### config.mk
export PLATFORM = sky130hd
export DESIGN_NAME = snake_dir_ctrl
export DESIGN_NICKNAME = d
export VERILOG_FILES = /design/src/rtl/snake_dir_ctrl.sv
export SDC_FILE = /design/constraint.sdc
export NUM_CORES = 1
export LEC_CHECK = 0
export CORE_MARGIN = 8
export CORE_UTILIZATION = 25
export DETAILED_ROUTE_END_ITERATION = 7
export PLACE_DENSITY_LB_ADDON = 0.2
export SYNTH_ARGS = -nofsm -noshare
export SYNTH_HDL_FRONTEND = slang
export SYNTH_SLANG_ARGS = --single-unit
### constraint.sdc
create_clock -name clk -period 4.75 [get_ports clk]
set_input_delay 0.7125 -clock clk [delete_from_list [all_inputs] [get_ports clk]]
set_output_delay 0.7125 -clock clk [all_outputs]
set_load 0.05 [all_outputs]
### src/rtl/snake_dir_ctrl.sv
// Direction controller for the snake core: synchronizes and debounces four
// push-buttons, queues one legal turn and commits it on the next body move.
module snake_dir_ctrl #(
  parameter int unsigned DEBOUNCE_CYCLES = 4,
  parameter logic [1:0]  DIR_INIT        = 2'b00
) (
  input  logic       clk,
  input  logic       clrn,
  input  logic       rst,
  input  logic       game_start_end,
  input  logic       turn_up,
  input  logic       turn_down,
  input  logic       turn_left,
  input  logic       turn_right,
  input  logic       move_tick,
  output logic [1:0] dir,
  output logic       pending_valid,
  output logic       turn_pulse,
  output logic       reject_pulse
);

  localparam logic [15:0] DB_LIMIT = 16'(DEBOUNCE_CYCLES);

  // Button index equals the direction code it requests.
  logic [3:0]  raw;
  logic [3:0]  sync1_q, sync2_q;
  logic [3:0]  db_q, db_d, db_prev_q;
  logic [15:0] cnt_q [4];
  logic [15:0] cnt_d [4];
  logic [3:0]  press;

  assign raw = {turn_right, turn_left, turn_down, turn_up};

  always_comb begin
    for (int i = 0; i < 4; i++) begin
      db_d[i]  = db_q[i];
      cnt_d[i] = '0;
      if (sync2_q[i] != db_q[i]) begin
        if (cnt_q[i] == DB_LIMIT) db_d[i] = ~db_q[i];
        else                      cnt_d[i] = cnt_q[i] + 16'd1;
      end
    end
  end

  always_ff @(posedge clk or negedge clrn) begin
    if (!clrn) begin
      sync1_q   <= '0;
      sync2_q   <= '0;
      db_q      <= '0;
      db_prev_q <= '0;
      for (int i = 0; i < 4; i++) cnt_q[i] <= '0;
    end else begin
      sync1_q   <= raw;
      sync2_q   <= sync1_q;
      db_q      <= db_d;
      db_prev_q <= db_q;
      for (int i = 0; i < 4; i++) cnt_q[i] <= cnt_d[i];
    end
  end

  assign press = db_q & ~db_prev_q;

  logic [1:0] dir_q, dir_d, pend_q, pend_d;
  logic       pv_q, pv_d, turn_q, turn_d, rej_q, rej_d;
  logic       win_vld, opposite, legal;
  logic [1:0] win_dir;

  always_comb begin
    win_vld = |press;
    win_dir = 2'b00;
    if      (press[0]) win_dir = 2'b00;
    else if (press[1]) win_dir = 2'b01;
    else if (press[2]) win_dir = 2'b10;
    else if (press[3]) win_dir = 2'b11;
    // Reversal flips only the low bit: up<->down, left<->right.
    opposite = win_vld && (win_dir == {dir_q[1], ~dir_q[0]});
    legal    = win_vld && (win_dir != dir_q) && !opposite;
  end

  always_comb begin
    dir_d  = dir_q;
    pend_d = pend_q;
    pv_d   = pv_q;
    turn_d = 1'b0;
    rej_d  = 1'b0;
    if (rst) begin
      dir_d = DIR_INIT;
      pv_d  = 1'b0;
    end else if (!game_start_end) begin
      pv_d = 1'b0;
    end else begin
      rej_d = opposite;
      if (move_tick && (legal || pv_q)) begin
        dir_d  = legal ? win_dir : pend_q;
        pv_d   = 1'b0;
        turn_d = 1'b1;
      end else if (!move_tick && legal) begin
        pend_d = win_dir;
        pv_d   = 1'b1;
      end
    end
  end

  always_ff @(posedge clk or negedge clrn) begin
    if (!clrn) begin
      dir_q  <= DIR_INIT;
      pend_q <= DIR_INIT;
      pv_q   <= 1'b0;
      turn_q <= 1'b0;
      rej_q  <= 1'b0;
    end else begin
      dir_q  <= dir_d;
      pend_q <= pend_d;
      pv_q   <= pv_d;
      turn_q <= turn_d;
      rej_q  <= rej_d;
    end
  end

  assign dir           = dir_q;
  assign pending_valid = pv_q;
  assign turn_pulse    = turn_q;
  assign reject_pulse  = rej_q;

endmodule

# After elaboration in Yosys (flattened, before gate mapping)
# Cells that the tools add are included.
# Widths: inputs -> output; s select.
# op_classes
n_reduce_logical	17
addsub	4
shifts	0
eq_ne	11
muxes	25
div	0
n_lt_le_gt_ge	0
multipliers	0
bitwise_logic	9
# ops
cell	count
$mux 16	8
$add 16x1->16 const B	4
$eq 16x3->1 const B	4
$mux 2	8
$reduce_and 2->1	5
$mux 1	9
$not 1->1	7
$logic_and 1x1->1	5
$and 4x4->4	1
$ne 1x1->1	4
$ne 4x2->1 const B	1
$not 4->4	1
$reduce_and 4->1	1
$reduce_bool 2->1	2
$reduce_or 4->1	1
$eq 2x2->1	1
$logic_not 1->1	2
$ne 2x2->1	1
$logic_or 1x1->1	1
# totals
mem_count	0
regBits	87
latch_bits	0
out_inout_bits	5
romBits	0
ramBits	0
word_cells	82

# Depth between registers and ports, before layout
# depth
ltp_word	15
depth_mapped	7
ltp_nobuf	6

# Least setup slack after synthesis
# Ideal clock, no wire load.
# synth_path
path_kind	flip-flop to flip-flop
start	reg dir_q[1] (netlist: dir[1])
end	reg dir_q[1] (netlist: dir[1])
path_stages_with_launch	5
setup_slack_ns	3.061
arrival_time_ns	1.590
period_less_slack_ns	1.689
path_cell_list	dfrtp_1 -> a2111oi_2 -> o311a_1 -> a21oi_1 -> a311oi_1
# synth_between
elab_chain_cells	8
# synth_lines
item	line	source
start, declared	63	logic [1:0] dir_q, dir_d, pend_q, pend_d;
start signal, assigned	112	dir_q <= dir_d;
$eq 2x2->1	76	opposite = win_vld && (win_dir == {dir_q[1], ~dir_q[0]});
$logic_and 1x1->1	76	
$logic_not 1->1	77	legal = win_vld && (win_dir != dir_q) && !opposite;
$logic_and 1x1->1 (*)	77	
$mux 2 / $logic_or 1x1->1 (equally long branches)	94, 93	
$mux 2 / $logic_and 1x1->1 (equally long branches)	93	if (move_tick && (legal || pv_q)) begin
$mux 2 / $reduce_bool 2->1 (equally long branches)	--	
$mux 2 / $reduce_and 2->1 (equally long branches)	--	
# Every way passes the cells marked *; elsewhere a longest branch is shown, timed or not. The select of a mux whose other input is x is not followed.
# A chain may end at the register's enable or synchronous reset.

# Worst setup path in the final report
# layout_path
start	reg dir_q[1] (netlist: dir[1])
end	out dir[1]
# layout_rtl
item	line	source
end, declared	16	output logic [1:0] dir,
# No word-level cell between the ends.

==> insert_results.sql <==
INSERT INTO impl_metrics (metric_group, metric, value, unit) VALUES
('synth', 'synthFlopType', 'sky130_fd_sc_hd__dfrtp_1', ''),
('setup_path', 'worstPathRequired', '4.04', 'ns'),
('synth', 'async_reset_ff_share', '100.0', '%'),
('global_routing', 'grt_pass1_vias', '2670', ''),
('floorplanning', 'dieHeight', '141.9', 'um'),
('setup_path', 'critPathCaptureType', 'output port', ''),
('cts', 'cts_num_sinks', '87', ''),
('synth', 'yosysWarningCount', '0', ''),
('timing', 'post-route-period-util', '49.68', '%'),
('timing', 'setup_skew_after_layout', '0.003655', 'ns'),
('timing', 'final-max-slew-violation-count', '0', ''),
('floorplanning', 'initial_utilization', '25.22', '%'),
('synth', 'number_of_enable_flip_flop_cells_after_synthesis', '0', ''),
('synth', 'synthesis.nets', '392', ''),
('finish', 'diodes', '0', ''),
('cts', 'clockBufferDepth', '2', ''),
('cts', 'cts.repair_timing.setup_buffer_count', '0', ''),
('finish', 'finalCoreUtilization', '29.48', '%'),
('cts', 'clkTransAtPathRegs', '0.06', 'ns'),
('global_routing', 'first_pass_grt_wire_length', '13.17', 'mm'),
('global_routing', 'grt_antenna_before_repair', '0', ''),
('finish', 'area.growth.synth_to_final', '16.89', '%'),
('synth', 'yosysSeqAreaShare', '54.94', '%'),
('timing', 'setup_violators_final', '0', ''),
('finish', 'drive_gt1_share', '7.268', '%'),
('setup_path', 'critPathLaunchType', 'flop', ''),
('routing', 'wl_per_cell', '12.22', 'um'),
('timing', 'worst_slew_pin_slew', '0.8540', 'ns'),
('cts', 'post_cts.resized_instances', '0', ''),
('cts', 'numCtsBuffers', '9', ''),
('status', 'outcome', 'finished clean', ''),
('hold_path', 'hp-class', 'flop to flop', ''),
('timing', 'fin_crit', '2.360', 'ns'),
('timing', 'hold_violations_final', '0', ''),
('synth', 'synth_area', '3963', 'um2'),
('setup_path', 'critPathSlowestCell', 'sky130_fd_sc_hd__clkdlybuf4s50_1', ''),
('global_routing', 'grt_start_max_net_pins', '67', ''),
('finish', 'final.fill_count', '1625', ''),
('setup_path', 'r2r_slack', '2.85', 'ns'),
('routing', 'drt.antenna.violating_nets', '0', ''),
('power_and_ir_drop', 'power_density', '436.1', 'nW/um2'),
('setup_path', 'path_cells', 'clkdlybuf4s50_1', ''),
('cts', 'worst_skew_pair.late_latency', '0.34', 'ns'),
('cts', 'cts_root_buffer', 'sky130_fd_sc_hd__clkbuf_16', ''),
('routing', 'num_vias', '2634', ''),
('timing', 'fmaxAchievable', '423.8', 'MHz'),
('setup_path', 'crit_type', 'flop to output port', ''),
('routing', 'initialDrtViolationCount', '117', ''),
('synth', 'unique_cell_type_count_in_the_yosys_netlist', '39', ''),
('power_and_ir_drop', 'cellLeakagePower', '1.993', 'nW'),
('setup_path', 'worst_path_dominant_cell_family', 'buffers and inverters', ''),
('power_and_ir_drop', 'ir_drop', '0.0001814', 'V'),
('routing', 'firstDrtPassIters', '5', ''),
('setup_path', 'cp_data_arrival_time', '1.65', 'ns'),
('routing', 'wl', '7.518', 'mm'),
('cts', 'cts_stage_hold_buffer_count', '0', ''),
('setup_path', 'critical_path.max_stage_delay', '0.85', 'ns'),
('cts', 'tritoncts', 'built', ''),
('floorplanning', 'placement_rows', '46', ''),
('finish', 'multi_input_comb_area', '1728', 'um2'),
('setup_path', 'critPathBufInv', '1', ''),
('cts', 'cts-htree-levels', '3', ''),
('timing', 'rsz0062_at_grt', 'false', ''),
('global_routing', 'track_usage', '8.274', '%'),
('synth', 'synth_cells', '375', ''),
('floorplanning', 'die_area', '20130', 'um2'),
('floorplanning', 'pin_count', '14', ''),
('timing', 'max_slew_margin', '43.07', '%'),
('floorplanning', 'die_width', '141.9', 'um'),
('placement', 'gp_congestion', '0.7359', ''),
('finish', 'finalNetCount', '413', ''),
('synth', 'postSynthRegisterBits', '87', ''),
('routing', 'routed_via_density', '4.283', ''),
('finish', 'seq_area', '2177', 'um2'),
('job', 'max_cap_viol_count', '0', ''),
('placement', 'dp_hpwl', '5.038', 'mm'),
('floorplanning', 'placeableCoreArea', '15710', 'um2'),
('global_routing', 'overflow', '0', ''),
('timing', 'totalNegativeSetupSlack', '0', 'ns'),
('setup_path', 'critPathMaxFanout', '7', ''),
('routing', 'post-route-drc-count', '0', ''),
('synth', 'synth_area_per_cell', '10.57', 'um2'),
('placement', 'portBuffers', '13', '');
sequential cells by signal (all words and copies together) (netlist names), 2 cells and up:
name       flops
sync2_q        4
pend_q         2
dir            2
db_prev_q      4
db_q           4
cnt_q         64
sync1_q        4
placed cells by master, fill, tap and decap left out, types with 5 or more instances in the layout:
cell and n:
sky130_fd_sc_hd__dfrtp_1 87, sky130_fd_sc_hd__nor2_1 63, sky130_fd_sc_hd__xor2_1 39, sky130_fd_sc_hd__nand2_1 26, sky130_fd_sc_hd__nand3_1 20, sky130_fd_sc_hd__xnor2_1 17
sky130_fd_sc_hd__nand4_1 13, sky130_fd_sc_hd__and3_1 13, sky130_fd_sc_hd__clkdlybuf4s50_1 12, sky130_fd_sc_hd__inv_1 11, sky130_fd_sc_hd__clkbuf_16 9, sky130_fd_sc_hd__nor4_1 8
sky130_fd_sc_hd__ha_1 8, sky130_fd_sc_hd__nor3_1 7, sky130_fd_sc_hd__a21oi_1 7, sky130_fd_sc_hd__mux2_2 6, sky130_fd_sc_hd__and4_1 5, sky130_fd_sc_hd__o21ai_0 5
per-stage QoR:
step | std cells | total power, mW | instance area [um2] | setup slack [ns] | hold slack (ns)
2_1_floorplan | 375 | 1.227 | 3963 | 3.061 | 0.3312
3_3_place_gp | 601 | 1.350 | 4352 | 2.749 | 0.3342
3_5_place_dp | 601 | 1.357 | 4352 | 2.722 | 0.3347
4_1_cts | 615 | 2.067 | 4632 | 2.362 | 0.3490
5_1_grt | 615 | 2.153 | 4632 | 2.298 | 0.3513
6_report | 615 | 2.020 | 4632 | 2.390 | 0.3475
per-layer routing:
metal	share of wire, %	track usage (%)	wire length (um)	vias up
met5	0	0	0	-
met1	50	10.31	3782	1276
li1	-	-	-	1325
met2	44	12.59	3296	22
met4	1.9	3.731	144	0
met3	3.9	2.957	295	11
cell usage after synthesis (all sizes together), types with 5 or more instances:
cell type,count,area (um2)
nor3,7,35.03
nor2,64,242.7
inv,11,41.29
xor2,39,341.6
nand3,20,100.1
a21oi,7,35.03
and4,6,55.05
o21ai,5,25.02
dfrtp,87,2177
ha,8,100.1
nor4,8,50.05
or3,5,32.53
nand2,26,97.59
and3,14,88.84
xnor2,17,148.9
nand4,14,93.84
mux2,6,67.56
where the power goes:
| group | switching [mW] | internal (mW) | leakage [nW] | total [mW] |
|---|---|---|---|---|
| logic | 0.259 | 0.161 | 0.685 | 0.420 |
| clock network | 0.271 | 0.417 | 0.136 | 0.688 |
| registers | 0.0829 | 0.829 | 1.17 | 0.912 |
| total | 0.613 | 1.41 | 1.99 | 2.02 |
path summary, 6_finish.rpt:
kind | startpoint | depth (start not counted) | to
min in group asynchronous | clrn | 1 | pending_valid
max | dir[1] | 1 | dir[1]
max in group asynchronous | clrn | 2 | cnt_q[22]
max reg2reg | cnt_q[48] | 5 | cnt_q[62]
min | sync1_q[2] | 0 | sync2_q[2]
min reg2reg | sync1_q[2] | 0 | sync2_q[2]
cell families after synthesis:
family	Yosys count	synth area share, %
DFF	87	54.94
and+or+nand+nor	182	23.46
AOI/OAI and AO/OA	20	3.283
xor gates and xnor gates	56	12.38
buffers and inverters	15	1.452
adders and majority gates	8	2.526
muxes	7	1.958
cell type report:
class	count	share of cell area, %
clock inverters	1	0.6483
clock buffers	13	5.402
inverters	11	0.8914
repair buffers	14	2.917
well taps	216	5.835
flip-flops and latches	87	47.00
multi-input cells	273	37.30
Note: power is estimated with default switching activity, not from simulation.
